File: config.mk
export PLATFORM = sky130hd
export DESIGN_NAME = tpu_host_driver
export DESIGN_NICKNAME = d
export VERILOG_FILES = /design/src/rtl/tpu_host_driver.sv
export SDC_FILE = /design/constraint.sdc
export NUM_CORES = 1
export LEC_CHECK = 0
export ABC_CLOCK_PERIOD_IN_PS = 5700
export BUFFER_PORTS_ARGS = -buffer_cell sky130_fd_sc_hd__buf_2
export CORE_ASPECT_RATIO = 0.7
export CORE_MARGIN = 3
export CORE_UTILIZATION = 45
export CTS_CLUSTER_SIZE = 24
export DETAILED_ROUTE_END_ITERATION = 6
export HOLD_SLACK_MARGIN = 0.06
export PLACE_DENSITY = 0.66
export SLEW_MARGIN = 15
export SYNTH_ARGS = -nofsm -noshare
export SYNTH_HDL_FRONTEND = slang
export SYNTH_SLANG_ARGS = --single-unit
File: constraint.sdc
create_clock -name clk -period 5.7 [get_ports clk]
set_input_delay 0.285 -clock clk [delete_from_list [all_inputs] [get_ports clk]]
set_output_delay 0.285 -clock clk [all_outputs]
set_load 0.03 [all_outputs]
File: src/rtl/tpu_host_driver.sv
// Host-side initiator for the 2x2 TPU pin protocol: loads eight operand bytes,
// issues compute, waits for done, gathers eight result bytes and returns them.
//
// state    | meaning
// ---------+-----------------------------------------------------------
// ST_IDLE  | job_ready high, waiting for a job
// ST_LOAD  | driving operand byte idx with OP_LOAD
// ST_START | one OP_COMPUTE cycle, arms the done timeout
// ST_WAIT  | OP_NOP, waiting for done or timeout
// ST_READ  | capturing result bytes 1..7, one per cycle
// ST_RESP  | res_valid held until the consumer takes it
module tpu_host_driver #(
  parameter logic [2:0] OP_NOP         = 3'b000,
  parameter logic [2:0] OP_LOAD        = 3'b001,
  parameter logic [2:0] OP_COMPUTE     = 3'b010,
  parameter int         TIMEOUT_CYCLES = 64
) (
  input  logic        clk,
  input  logic        rst,
  input  logic        job_valid,
  output logic        job_ready,
  input  logic [63:0] job_data,
  output logic        res_valid,
  input  logic        res_ready,
  output logic [63:0] res_data,
  output logic        res_timeout,
  output logic        busy,
  output logic [7:0]  tpu_ui_in,
  output logic [7:0]  tpu_uio_in,
  input  logic [7:0]  tpu_uo_out,
  input  logic [7:0]  tpu_uio_out
);

  localparam logic [2:0] ST_IDLE  = 3'd0;
  localparam logic [2:0] ST_LOAD  = 3'd1;
  localparam logic [2:0] ST_START = 3'd2;
  localparam logic [2:0] ST_WAIT  = 3'd3;
  localparam logic [2:0] ST_READ  = 3'd4;
  localparam logic [2:0] ST_RESP  = 3'd5;

  // The START cycle counts as the first of the budget, so WAIT gets TIMEOUT_CYCLES-1
  // cycles; the counter terminates at zero on the last of them.
  localparam int              CNT_W    = (TIMEOUT_CYCLES > 2) ? $clog2(TIMEOUT_CYCLES) : 1;
  localparam logic [CNT_W-1:0] CNT_LOAD = CNT_W'(TIMEOUT_CYCLES - 2);

  logic [2:0]       state;
  logic [2:0]       idx;
  logic [2:0]       idx_nxt;
  logic [CNT_W-1:0] wait_cnt;
  logic [7:0][7:0]  shadow;
  logic             done;
  logic             unused_uio;

  assign idx_nxt    = idx + 3'd1;
  assign done       = tpu_uio_out[7];
  assign unused_uio = ^tpu_uio_out[6:0];

  always_ff @(posedge clk or posedge rst) begin
    if (rst) begin
      state       <= ST_IDLE;
      idx         <= 3'd0;
      wait_cnt    <= '0;
      shadow      <= '0;
      job_ready   <= 1'b1;
      res_valid   <= 1'b0;
      res_timeout <= 1'b0;
      res_data    <= 64'd0;
      busy        <= 1'b0;
      tpu_ui_in   <= 8'd0;
      tpu_uio_in  <= {5'b0, OP_NOP};
    end else begin
      case (state)
        ST_IDLE: begin
          if (job_valid && job_ready) begin
            shadow     <= job_data;
            idx        <= 3'd0;
            tpu_ui_in  <= job_data[7:0];
            tpu_uio_in <= {5'b0, OP_LOAD};
            job_ready  <= 1'b0;
            busy       <= 1'b1;
            res_data   <= 64'd0;
            state      <= ST_LOAD;
          end
        end
        ST_LOAD: begin
          if (idx == 3'd7) begin
            tpu_ui_in  <= 8'd0;
            tpu_uio_in <= {5'b0, OP_COMPUTE};
            state      <= ST_START;
          end else begin
            idx       <= idx_nxt;
            tpu_ui_in <= shadow[idx_nxt];
          end
        end
        ST_START: begin
          tpu_uio_in <= {5'b0, OP_NOP};
          wait_cnt   <= CNT_LOAD;
          state      <= ST_WAIT;
        end
        ST_WAIT: begin
          if (done) begin
            res_data[7:0] <= tpu_uo_out;
            idx           <= 3'd1;
            state         <= ST_READ;
          end else if (wait_cnt == '0) begin
            res_timeout <= 1'b1;
            res_data    <= 64'd0;
            res_valid   <= 1'b1;
            state       <= ST_RESP;
          end else begin
            wait_cnt <= wait_cnt - 1'b1;
          end
        end
        ST_READ: begin
          // Byte i lands at bits [8i+7:8i]: C00lo, C00hi, C01lo, ... C11hi.
          res_data[{idx, 3'b000} +: 8] <= tpu_uo_out;
          if (idx == 3'd7) begin
            res_valid <= 1'b1;
            state     <= ST_RESP;
          end else begin
            idx <= idx_nxt;
          end
        end
        ST_RESP: begin
          if (res_ready) begin
            res_valid   <= 1'b0;
            res_timeout <= 1'b0;
            job_ready   <= 1'b1;
            busy        <= 1'b0;
            state       <= ST_IDLE;
          end
        end
        default: state <= ST_IDLE;
      endcase
    end
  end

endmodule

; Word-level counts from Yosys, hierarchy flattened
; Cells that the tools add are included.
[totals]
out_inout_bits = 84
mem_count = 0
input_bits = 84
regBits = 160
ramBits = 0
romBits = 0
latchBits = 0
[op_classes]
n_reduce_logical = 23
muxes = 39
n_lt_le_gt_ge = 1
bitwise_logic = 0
n_shift = 2
n_eq_ne = 16
n_mul = 0
addsub = 3
n_div = 0
[op_table]
columns = operator, n
row1 = $pmux W64 S3, 1
row2 = $mux W64, 2
row3 = $bwmux W64, 1
row4 = $shift A8 B8 Y64 const A, 1
row5 = $shiftx A8 B8 Y64, 1
row6 = $mux W56, 1
row7 = $mux W8, 6
row8 = $mux W3, 9
row9 = $bmux W8 S3, 1
row10 = $pmux W8 S3, 1
row11 = $ne A2 B2 Y1 const B, 9
row12 = $pmux W3 S6, 1
row13 = $pmux W8 S2, 1
row14 = $mux W6, 2
row15 = $pmux W6 S2, 1
row16 = $reduce_and A3 Y1, 4
row17 = $reduce_and A4 Y1, 3
row18 = $reduce_bool A3 Y1, 4
row19 = $reduce_and A5 Y1, 2
row20 = $eq A3 B3 Y1 const B, 3
row21 = $pmux W3 S3, 1
row22 = $neg A6 Y8, 1
row23 = $reduce_bool A2 Y1, 4
row24 = $mux W1, 7
row25 = other kinds (13), 17

; Longest topological paths before layout
[depth]
depth_word = 5
ltp_mapped = 11

; Worst setup path before layout
; OpenSTA, ideal clock, no wires.
[synth_timing]
path_kind = register to register
startpoint = register idx[0]
endpoint = register res_data[52]
n_path_buf = 3
setup_time_ns = 0.132
setup_slack_ns = 3.034
required_time_ns = 5.568
stages_incl_launch_ff = 11
synth_period_minus_slack_ns = 2.666
t_arrival_ns = 2.534
path_cell_list = dfrtp_1 clkbuf_1 buf_2 inv_1 ha_1 buf_2 nor2b_1 nand3_1 a211oi_4 mux2i_1 nor2_1
[synth_between]
elab_chain_len = 4
[synth_rtl]
columns = item, line
row1 = start: declaration, 47  ; logic [2:0] idx;
row2 = start signal: assignment, 91  ; idx <= idx_nxt;
row3 = start signal: assignment, 121  ; idx <= idx_nxt;
row4 = $neg A6 Y8 (*), 116  ; res_data[{idx, 3'b000} +: 8] <= tpu_uo_out;
row5 = $shiftx A8 B8 Y64 or $shift A8 B8 Y64 (tied branches), 116
row6 = $bwmux W64 (*), 116
row7 = $pmux W64 S3 (*), 72  ; case (state)
row8 = end signal: indexed assignment, 116
row9 = end: declaration, 25  ; output logic [63:0] res_data,
; Every way passes the cells marked *; elsewhere a longest branch is shown, timed or not.
; A chain may end at the register's enable or synchronous reset.

; Worst setup path in the final report
[layout_timing]
startpoint = register idx[0]
endpoint = register res_data[3]
; Same word-level chain as after synthesis.

==> out/summary.txt <==
First-pass DRT Iterations = 4
Worst clock skew = 0.0145 ns
Final setup vio count = 0
Pwr dens = 554 nW/µm²
Max Slew Vio Count = 0
Ant. Diodes = 0
Post-synthesis mux area share = 9.50%
Fin crit share = 57.6%
Fill count = 1350
Yosys top cell area share = 53.4%
Worst path arrival time = 3.62 ns
Crit-path slowest cell = dfrtp_1
Placed cell area = 7980 µm²
H-tree levels = 4
Design Area, Final = 8830 µm²
Die area = 17500 µm²
Post-synth ARST share = 100%
Initial antenna violation count = 0
DIE HEIGHT = 112 µm
Maximum capacitance violations = 0
CP delay by family, top = compound AO/OA/AOI/OAI gates
Post-synthesis cell area = 7170 µm²
Sum Neg Setup Slack = 0 ns
Buf+Inv Stages, Crit Path = 2
Final hold viol count = 0
Syn avg cell area = 9.48 µm²
Inserted Clock Buffers = 17
Register area share after synthesis = 53.8%
Area contributors post-synth = dfrtp_1, nand2_1, mux2i_1
Mapped Cells = 756
Post-route ant nets = 0
Layout cells sized above 1 = 23.8%
1st-iter DRT viols = 438
Vias in the first global route = 5756
Total routed wirelength = 18.6 mm
Sink Count = 154
Worst vdd rail ir drop = 0.250 mV
Num ports = 168
Leakage power = 4.48 nW
Largest family of logic cells by synthesized area = simple AND/OR/NAND/NOR gates
Critical path startpoint category = flip-flop
CTS clk-pin slew, worst paths = 0.06 ns
Worst hold path type = input port to flip-flop
Final HPWL DP = 12.4 mm
Status = completed
Total grt overflow = 0
Die width = 157 µm
Worst EP required = 6.03 ns
CP max FO = 19
Slew at the pin with the worst max-slew slack = 1.08 ns
Minimum clock period = 3.28 ns
First-pass GRT wire length = 30.3 mm
Synth cell types = 48
Compound-Gate Fraction of Synth Area = 12.6%
EDFF count, synth = 0
Area growth, synth to finish = 23.3%
Critical Path, Cell by Cell = inv_1 > ha_1 > ha_1 > inv_1 > nand4_1 > o31ai_1 > a22o_1
#FFs+latches synth = 154
Total number of vias = 5879
Synth Flop Type = dfrtp_1
Routed vias/inst = 5.29
Root Driver = clkbuf_16
Nets@finish = 994
Initial Util = 47.3%
PostCTS Resize Cnt = 0
Core area = 15100 µm²
Post-synthesis xor/xnor area fraction = 0.244%
RSZ-0062 raised after global routing = no
Max-Slew Margin vs Limit = 27.3%
Clk_lat worst skew = 0.41 ns
Post-Synth Simple-Gate Area = 18.2%
Drt wl/cell = 16.7 µm
Crit. End Element = flip-flop
TritonCTS clock tree = yes
Final Wtd Congestion = 0.810
Global-route total usage across every layer = 21.6%
Crit path kind = flip-flop to flip-flop
Std-Cell Rows = 37
Clock Tree Buf Depth = 2
Crit-path max cell delay = 0.94 ns
Adder-cell area share of the yosys netlist = 1.22%
DRC viols = 0
Largest net degree at the start of global routing = 104
Fmax = 305 MHz
Port bufs = 154
Synth warn = 0
Post-synth top area cell = dfrtp_1
## power by group
part / leakage (nW) / switching (mW) / internal [mW] / total [mW]
sequential: 2.00 / 0.308 / 1.53 / 1.84
clock: 0.284 / 0.462 / 0.674 / 1.14
combinational: 2.20 / 1.23 / 0.698 / 1.93
## logic make-up (layout without fill, tap and decap cells)
| family | count (synthesis) | after routing |
|---|---|---|
| simple gates | 311 | 311 |
| flops | 154 | 154 |
| compound gates | 152 | 152 |
| buf+inv | 72 | 227 |
| mux | 57 | 57 |
| fa+ha+maj | 7 | 7 |
| xor+xnor | 2 | 2 |
| other cells | 1 | 6 |
## cell type report
cell class / count / area (µm²) / area share (%)
Clock buffer: 20 / 457 / 5.17
Clock inverter: 12 / 136 / 1.54
Inverter: 10 / 42.5 / 0.482
Multi-Input combinational cell: 535 / 3030 / 34.3
Sequential cell: 154 / 3850 / 43.6
Tap cell: 195 / 244 / 2.76
Timing Repair Buffer: 185 / 1070 / 12.1
## placed cells by master (no fill, tap or decap), types with 3 or more instances in the layout
master and instances:
a21o_1 5, a21oi_1 52, a21oi_2 3, a22o_1 8, and3_1 3, buf_2 154, buf_4 5, clkbuf_16 17
clkinvlp_4 3, conb_1 6, dfrtp_1 153, dlygate4sd3_1 26, ha_1 7, inv_1 9, inv_6 5, mux2_2 8
mux2i_1 41, mux4_2 8, nand2_1 214, nand2b_1 3, nand3_1 39, nor2_1 35, nor2b_1 3, o211ai_1 8
o21ai_0 58
## routing by layer
metal / vias to the layer above / wire, µm / GRT usage [%] / part of all wire [%]
li1: 2849 / - / - / -
met1: 2838 / 9250 / 34.5 / 50
met2: 169 / 8060 / 29.7 / 43
met3: 23 / 1030 / 4.43 / 5.5
met4: 0 / 247 / 5.60 / 1.3
met5: - / 0 / 0 / 0
## worst min-delay path, delay by kind of cell
family	cells	cell delay (ns)
AND/OR/NAND/NOR	2	0.09
buffers and inverters	1	0.08
## path summary, 6_finish.rpt
| path | from | to | slack, ns | depth (start not counted) |
|---|---|---|---|---|
| worst max-delay path | idx[0]$_DFFE_PP0P_ | res_data[3]$_DFFE_PP0P_ | 2.42 | 7 |
| worst min-delay path | job_data[27] | shadow[27]$_DFFE_PP0P_ | 0.07 | 3 |
| worst max register to register | idx[0]$_DFFE_PP0P_ | res_data[3]$_DFFE_PP0P_ | 2.42 | 7 |
| worst min register to register | shadow[36]$_DFFE_PP0P_ | shadow[36]$_DFFE_PP0P_ | 0.47 | 2 |
| max in group asynchronous | rst | wait_cnt[2]$_DFFE_PP0P_ | 4.38 | 3 |
| min in group asynchronous | rst | res_data[34]$_DFFE_PP0P_ | 0.08 | 2 |
## state kept, by name, summed over array words and instances, names as in the netlist, 2 cells and up
signal      cells
res_data       64
idx             3
shadow         64
wait_cnt        6
tpu_ui_in       8
state           3
tpu_uio_in      2
## Yosys cell counts, drive strengths merged (2+ instances only)
master and instances:
a211oi 3, a21o 5, a21oi 55, a221oi 2, a22o 8, a2bb2oi 2
and3 3, buf 30, clkbuf 32, dfrtp 153, ha 7, inv 10
mux2 8, mux2i 41, mux4 8, nand2 215, nand2b 3, nand3 40
nand4 2, nor2 36, nor2b 3, nor4 3, o211ai 8, o21ai 58
o22ai 2, o31ai 2, xor2 2
## stage by stage
| stage | util (%) | hold slack [ns] | instances | total power, mW | setup WS (ns) |
|---|---|---|---|---|---|
| floorplan | - | 0.390 | 761 | 3.23 | 1.27 |
| global placement | 52.7 | 0.454 | 1053 | 3.73 | 2.43 |
| detailed placement | 52.7 | 0.459 | 1053 | 3.77 | 2.43 |
| CTS | 58.4 | 0.0607 | 1111 | 4.93 | 2.42 |
| global route | 58.4 | 0.0690 | 1111 | 5.24 | 2.19 |
| finish | 58.4 | 0.0679 | 1111 | 4.90 | 2.42 |
## repair_timing
item | in CTS | in global routing
setup endpoints to repair | 0 | 0
hold buffers | 26 | 0
setup buffers | 0 | 0
endpoints found under the hold margin | 26 | 0
No activity file was read; power rests on OpenSTA's default activity.
